--- config.mk ---
export PLATFORM = sky130hd
export DESIGN_NAME = load_store_unit
export DESIGN_NICKNAME = d
export VERILOG_FILES = /design/src/rtl/load_store_unit.sv
export SDC_FILE = /design/constraint.sdc
export NUM_CORES = 1
export LEC_CHECK = 0
export ABC_CLOCK_PERIOD_IN_PS = 5400
export BUFFER_PORTS_ARGS = -buffer_cell sky130_fd_sc_hd__buf_2
export CAP_MARGIN = 40
export CORE_MARGIN = 1
export CORE_UTILIZATION = 50
export DETAILED_ROUTE_END_ITERATION = 6
export PLACE_DENSITY = 0.8
export SYNTH_ARGS = -nofsm -noshare
export SYNTH_HDL_FRONTEND = slang
export SYNTH_SLANG_ARGS = --single-unit
--- constraint.sdc ---
create_clock -name clk -period 5.4 [get_ports clk]
set_input_delay 1.08 -clock clk [delete_from_list [all_inputs] [get_ports clk]]
set_output_delay 1.08 -clock clk [all_outputs]
set_load 0.03 [all_outputs]
--- src/rtl/load_store_unit.sv ---
// load_store_unit: MEM-stage data-memory interface running one outstanding req/ready/rvalid access,
// with byte-lane strobes, replicated store data, load extension and a timeout abort.
module load_store_unit #(
  parameter int TIMEOUT = 255,
  parameter int CNT_W   = 8
) (
  input  logic        clk,
  input  logic        rst,
  input  logic        req_valid,
  input  logic [6:0]  mem_control,
  input  logic        mem_to_reg,
  input  logic [31:0] addr,
  input  logic [31:0] store_data,
  output logic        stall,
  output logic        load_valid,
  output logic [31:0] load_data,
  output logic        access_err,
  output logic        bus_err,
  output logic        dmem_req,
  output logic        dmem_we,
  output logic [31:0] dmem_addr,
  output logic [31:0] dmem_wdata,
  output logic [3:0]  dmem_wstrb,
  input  logic        dmem_ready,
  input  logic        dmem_rvalid,
  input  logic [31:0] dmem_rdata
);
  typedef enum logic [1:0] {IDLE, REQ, RESP, DONE} state_e;
  state_e           state_q;
  logic [CNT_W-1:0] cnt_q;
  logic [2:0]       f3_q, f3;
  logic [1:0]       off_q;
  logic             req_q, we_q, load_valid_q, bus_err_q;
  logic [31:0]      addr_q, wdata_q, load_data_q, wdata_d, load_d;
  logic [3:0]       wstrb_q, wstrb_d;
  logic [7:0]       byte_v;
  logic [15:0]      half_v;
  logic             is_st, start, legal, mis, ok, idle, last, unused;
  assign unused = ^mem_control[5:3];
  assign f3     = mem_control[2:0];
  assign is_st  = mem_control[6];
  assign start  = req_valid & (is_st | mem_to_reg);
  assign legal  = is_st ? f3 < 3'd3 : (f3 < 3'd3 || f3 == 3'd4 || f3 == 3'd5);
  assign mis    = (f3[1:0] == 2'b01 && addr[0]) || (f3[1:0] == 2'b10 && addr[1:0] != 2'b00);
  assign ok     = legal & ~mis;
  assign idle   = state_q == IDLE;
  assign last   = cnt_q == CNT_W'(TIMEOUT - 1);
  assign access_err = idle & start & ~ok;
  assign stall      = (idle & start & ok) | state_q == REQ | state_q == RESP;
  assign wstrb_d = !is_st ? 4'h0 : f3[1:0] == 2'b00 ? 4'b0001 << addr[1:0]
                 : f3[1:0] == 2'b01 ? 4'b0011 << addr[1:0] : 4'hF;
  assign wdata_d = f3[1:0] == 2'b00 ? {4{store_data[7:0]}}
                 : f3[1:0] == 2'b01 ? {2{store_data[15:0]}} : store_data;
  // lane select uses the offset captured at issue, not the live address
  assign byte_v = 8'(dmem_rdata >> {off_q, 3'b000});
  assign half_v = 16'(dmem_rdata >> {off_q[1], 4'b0000});
  assign load_d = f3_q[1:0] == 2'b00 ? {{24{~f3_q[2] & byte_v[7]}}, byte_v}
                : f3_q[1:0] == 2'b01 ? {{16{~f3_q[2] & half_v[15]}}, half_v} : dmem_rdata;
  assign load_valid = load_valid_q;
  assign load_data  = load_data_q;
  assign bus_err    = bus_err_q;
  assign dmem_req   = req_q;
  assign dmem_we    = we_q;
  assign dmem_addr  = addr_q;
  assign dmem_wdata = wdata_q;
  assign dmem_wstrb = wstrb_q;
  always_ff @(posedge clk or posedge rst) begin
    if (rst) begin
      state_q      <= IDLE;
      cnt_q        <= '0;
      f3_q         <= '0;
      off_q        <= '0;
      req_q        <= 1'b0;
      we_q         <= 1'b0;
      addr_q       <= '0;
      wdata_q      <= '0;
      wstrb_q      <= '0;
      load_data_q  <= '0;
      load_valid_q <= 1'b0;
      bus_err_q    <= 1'b0;
    end else begin
      load_valid_q <= 1'b0;
      bus_err_q    <= 1'b0;
      cnt_q        <= cnt_q + CNT_W'(1);
      case (state_q)
        IDLE: if (start && ok) begin
          state_q <= REQ;
          req_q   <= 1'b1;
          we_q    <= is_st;
          addr_q  <= {addr[31:2], 2'b00};
          wdata_q <= wdata_d;
          wstrb_q <= wstrb_d;
          f3_q    <= f3;
          off_q   <= addr[1:0];
          cnt_q   <= '0;
        end
        REQ: if (dmem_ready) begin
          req_q   <= 1'b0;
          state_q <= we_q ? DONE : RESP;
        end else if (last) begin
          req_q       <= 1'b0;
          state_q     <= DONE;
          bus_err_q   <= 1'b1;
          load_data_q <= '0;
        end
        RESP: if (dmem_rvalid) begin
          load_data_q  <= load_d;
          load_valid_q <= 1'b1;
          state_q      <= DONE;
        end else if (last) begin
          state_q     <= DONE;
          bus_err_q   <= 1'b1;
          load_data_q <= '0;
        end
        default: state_q <= IDLE;
      endcase
    end
  end
endmodule
Yosys cells after proc, flatten, opt, wreduce, memory -nomap -nowiden --
Index checks and enable logic that the tools add are counted.
Storage, ports and cells: register bits 117, input port bits 109, output and inout port bits 106, word-level logic and storage cells 87
Operators by class: equality and inequality tests 11, magnitude comparators 1, reductions and logical operators 15, mux-type cells 30, add/sub/neg operators 1, shift-type cells 4, bitwise gates (word level) 13
Operators with widths (number):
- $mux W32 | 7
- $pmux W32 S2 | 1
- $shr A32 B5 Y16 | 1
- $shr A32 B5 Y8 | 1
- $mux W8 | 2
- $mux W4 | 3
- $mux W1 | 10
- $add A8 B1 Y8 const B | 1
- $eq A8 B8 Y1 const B | 1
- $mux W2 | 4
- $and A1 B1 Y1 | 7
- $eq A2 B1 Y1 const B | 3
- $eq A3 B3 Y1 const B | 2
- $logic_not A2 Y1 | 3
- $pmux W2 S3 | 1
- $reduce_bool A2 Y1 | 3
- $eq A2 B2 Y1 const B | 2
- $pmux W1 S2 | 2
- $reduce_and A2 Y1 | 2
- $shl A1 B2 Y4 const A | 1
- $shl A2 B2 Y4 const A | 1
- $logic_and A1 B1 Y1 | 3
- $logic_or A1 B1 Y1 | 3
- $lt A3 B2 Y1 const B | 1
- other kinds (6) | 10

Depth between registers and ports, before layout --
depth in word-level cells 8, mapped depth 8

Least setup slack after synthesis --
Ideal clock, no wire load.
path type input-to-output, from input addr[0], to output stall, stages 6, buffers on the path 1, data required time 4.320 ns, path slack 1.741 ns, data arrival time 2.579 ns, path through inv_1 ha_1 nand2b_1 a221o_1 clkbuf_1 o21ai_0
On the way: longest elaborated chain between the ends 8
Ends and longest elaborated chain:
- from (decl) | line 12 | input logic [31:0] addr,
- $reduce_bool A2 Y1 | line 44 | assign mis = (f3[1:0] == 2'b01 && addr[0]) || (f3[1:0] == 2'b10 && addr[1:0] != 2'b00);
- $logic_and A1 B1 Y1 | line 44
- $logic_or A1 B1 Y1 (*) | line 44
- $not A1 Y1 (*) | line 45 | assign ok = legal & ~mis;
- $and A1 B1 Y1 (*) | line 45
- $and A1 B1 Y1 (*) | line 49 | assign stall = (idle & start & ok) | state_q == REQ | state_q == RESP;
- $or A1 B1 Y1 (*) (2 in a row) | line 49
- to (decl) | line 14 | output logic stall,
Every way passes the cells marked *; elsewhere a longest branch is shown, timed or not.

Final worst setup path --
from input mem_control[1], to output stall
On the way: longest elaborated chain between the ends 8
Ends and longest elaborated chain:
- from (decl) | line 10 | input logic [6:0] mem_control,
- $lt A3 B2 Y1 (tied with other cells) | line 43 | assign legal = is_st ? f3 < 3'd3 : (f3 < 3'd3 || f3 == 3'd4 || f3 == 3'd5);
- $logic_or A1 B1 Y1 / $logic_and A1 B1 Y1 (equally long branches) | line 43, 44
- $logic_or A1 B1 Y1 (on tied branches) | line 43, 44
- $mux W1 / $not A1 Y1 (equally long branches) | line 43, 45
- $and A1 B1 Y1 (*) | line 45
- $and A1 B1 Y1 (*) | line 49
- $or A1 B1 Y1 (*) (2 in a row) | line 49
Marked as above.

==> impl_metrics.env <==
export IMPL_status="finished clean"
export IMPL_cp_required_ps=4320
export IMPL_die_area_um2=12000
export IMPL_synth_avg_cell_area_um2=12.4
export IMPL_power_density_nw_per_um2=649
export IMPL_worst_pin_slew_ps=949
export IMPL_antenna_found_initial=1
export IMPL_crit_chain="buf_2 > o21a_1 > a221o_1 > o21ai_0 > buf_2"
export IMPL_fin_crit_sh_pct=68.0
export IMPL_grtUsageTotal_pct=25.5
export IMPL_synth_area_um2=5790
export IMPL_synth_distinct_cells=47
export IMPL_drt_first_iter_violations=289
export IMPL_io_pins=215
export IMPL_path_class="input pin to output pin"
export IMPL_nFillCells=808
export IMPL_yosysTopAreaCellShare_pct=50.6
export IMPL_whs_ps=480
export IMPL_coreArea_um2=11100
export IMPL_ctsResizeCount=0
export IMPL_grt_pass1_vias=4770
export IMPL_gp_congestion=0.809
export IMPL_crit_path_top_delay_cell="a221o_1"
export IMPL_synthCells=468
export IMPL_cts_htree_levels=4
export IMPL_cp_max_fo=32
export IMPL_fin_ws_ps=1730
export IMPL_synth_flop_cell="dfrtp_1"
export IMPL_relSlewSlack_pct=36.7
export IMPL_final_layout_size_suffix_gt1_share_pct=52.9
export IMPL_postLayoutCoreUtil_pct=68.4
export IMPL_placed_cell_area_um2=6960
export IMPL_finalNetCount=787
export IMPL_critPathCaptureType="output pin"
export IMPL_diodes=0
export IMPL_synthArstFlopShare_pct=100
export IMPL_dpl_worst_slack_ps=1730
export IMPL_rows=38
export IMPL_grt_pass1_wl_um=23100
export IMPL_synthTopCellsByArea="dfrtp_1, mux2_2, mux4_2"
export IMPL_tritoncts="built"
export IMPL_yosys_area_top_type="dfrtp_1"
export IMPL_crit_path_start_kind="input pin"
export IMPL_wl_per_cell_um=17.9
export IMPL_final_setup_skew_ps=13.9
export IMPL_synth_commonest_cells="dfrtp_1, mux2_2, nand2_1, o21ai_0, clkbuf_1"
export IMPL_holdBufCountCts=0
export IMPL_io_buffers=209
export IMPL_grt_max_degree=68
export IMPL_finalCriticalPeriod_ps=3670
export IMPL_finalWirelength_um=14700
export IMPL_via_per_inst=5.63
export IMPL_post_cts_setup_buffer_count=0
export IMPL_max_freq_mhz=272
export IMPL_final_max_slew_viol_count=0
export IMPL_postRouteAntennaNets=0
export IMPL_dr_pass1_iters=4
export IMPL_die_y_um=110
export IMPL_clk_pin_slew_ps=60
export IMPL_fp_dieW_um=110
export IMPL_cts_sinks=117
export IMPL_path_common_cell="buf_2"
export IMPL_crit_buf_inv=2
export IMPL_overflow=0
export IMPL_num_vias=4624
export IMPL_area_growth_pct=30.8
export IMPL_rsz0062_at_grt="false"
export IMPL_start_util_pct=52.2
export IMPL_dp_hpwl_um=10400
export IMPL_ir_drop_mv=0.407
export IMPL_synth_most_common_cell="dfrtp_1"
export IMPL_multi_input_area_um2=2620
export IMPL_min_delay_path_class="flip-flop to flip-flop"
export IMPL_setup_viol=0
export IMPL_stdcell_area_um2=7570
export IMPL_totalNegativeSetupSlack_ps=0
export IMPL_cts_buffers=17
export IMPL_hold_viol=0
export IMPL_clockBufferDepth=2
export IMPL_synth_edf_count=0
export IMPL_ys_seq_area_share_pct=50.6
export IMPL_worstSkewPairLatency_ps=420
export IMPL_yosys_warnings=0
export IMPL_root_buffer="clkbuf_16"
export IMPL_drv_cap=0
export IMPL_ys_ff_latch=117
export IMPL_crit_family="compound AO/OA/AOI/OAI gates"
export IMPL_p_leak_nw=3.64
export IMPL_arrival_ps=2590
export IMPL_drc=0
export IMPL_seq_area_um2=2930
export IMPL_cpPeakStageDelay_ps=460
## layer usage
layer	global-route usage, %	share of wire [%]	up-vias
met5	0	0	-
met4	9.52	1.4	0
met3	7.88	7.6	17
met2	43.9	51	194
met1	29.7	40	2275
li1	-	-	2138
## worst reg2reg max path: stages (launching register included)
cell and delay (ps):
dfrtp_1 420, inv_1 130, ha_1 270, and2_1 290
nand2_1 480, a2111oi_4 630, buf_6 230, a221o_1 150
## kinds of logic (layout without fill, tap and decap cells)
group                      count (synthesis)  after routing  share of synthesized area (%)
muxes                                    105            105                           21.8
DFF                                      117            117                           50.6
AOI/OAI and AO/OA                         95             95                           13.0
other                                      1              2                         0.0648
xor gates and xnor gates                   6              6                          0.908
adders and majority gates                 10             10                           2.16
buffers and inverters                     53            265                           4.43
and+or+nand+nor                           81             81                           7.07
## cell usage in the layout (no fill, tap or decap), types with 2 or more instances in the layout
| cell type | instances |
|---|---|
| a221o_1 | 14 |
| and2_1 | 3 |
| buf_16 | 2 |
| o31ai_1 | 6 |
| a21oi_1 | 2 |
| nand2_1 | 21 |
| a221o_2 | 10 |
| dfrtp_1 | 117 |
| inv_1 | 14 |
| o21ai_0 | 20 |
| clkinvlp_4 | 6 |
| mux4_2 | 8 |
| mux2i_1 | 10 |
| mux2_2 | 87 |
| buf_2 | 210 |
| nor2_1 | 15 |
| ha_1 | 10 |
| xor2_1 | 4 |
| nand3_1 | 10 |
| nor2b_1 | 4 |
| nand4_1 | 4 |
| clkbuf_16 | 17 |
| xnor2_1 | 2 |
| clkinv_4 | 4 |
| o21a_1 | 2 |
| nand2b_1 | 2 |
| o22ai_1 | 7 |
| nand3b_1 | 8 |
| conb_1 | 2 |
| a211o_1 | 9 |
| nor3_1 | 10 |
| o2bb2ai_1 | 7 |
| a31oi_1 | 9 |
| buf_4 | 3 |
| bufinv_16 | 3 |
## layout make-up
type / count / share of cell area, %
multi-input combinational: 299 / 34.6
timing repair buffer: 218 / 15.5
clock buffer: 18 / 5.80
sequential: 117 / 38.7
inverter: 15 / 0.776
tap: 140 / 2.31
clock inverter: 14 / 2.36
## final timing paths
| check | slack, ps | endpoint | cells after the start | from |
|---|---|---|---|---|
| setup / recovery | 1730 | stall | 5 | mem_control[1] |
| hold / removal | 480 | load_data[7]$_DFFE_PP0P_ | 1 | load_data[7]$_DFFE_PP0P_ |
| setup reg to reg | 2730 | load_data[25]$_DFFE_PP0P_ | 7 | state_q[0]$_DFFE_PP0P_ |
| hold reg to reg | 480 | load_data[7]$_DFFE_PP0P_ | 1 | load_data[7]$_DFFE_PP0P_ |
| max in group asynchronous | 3730 | dmem_wdata[26]$_DFFE_PP0P_ | 4 | rst |
| min in group asynchronous | 590 | dmem_addr[14]$_DFFE_PP0P_ | 2 | rst |
## sequential cells by signal, indices dropped and copies added (netlist names), 2 cells and up
register,flops
f3_q,3
off_q,2
dmem_addr,30
dmem_wstrb,4
load_data,32
state_q,2
cnt_q,8
dmem_wdata,32
## stage by stage
step | power (W) | instances
detailed placement | 0.00377 | 789
finish | 0.00492 | 821
floorplan | 0.00310 | 469
global route | 0.00517 | 821
CTS | 0.00495 | 821
global placement | 0.00364 | 783
## report_power, final
| part | total, W | leakage, nW | internal, W | switching (W) |
|---|---|---|---|---|
| Sequential | 0.00161 | 1.44 | 0.00129 | 0.000317 |
| Combinational | 0.00215 | 1.92 | 0.000817 | 0.00133 |
| Clock | 0.00116 | 0.281 | 0.000740 | 0.000420 |
(Power assumes the default switching activity.)
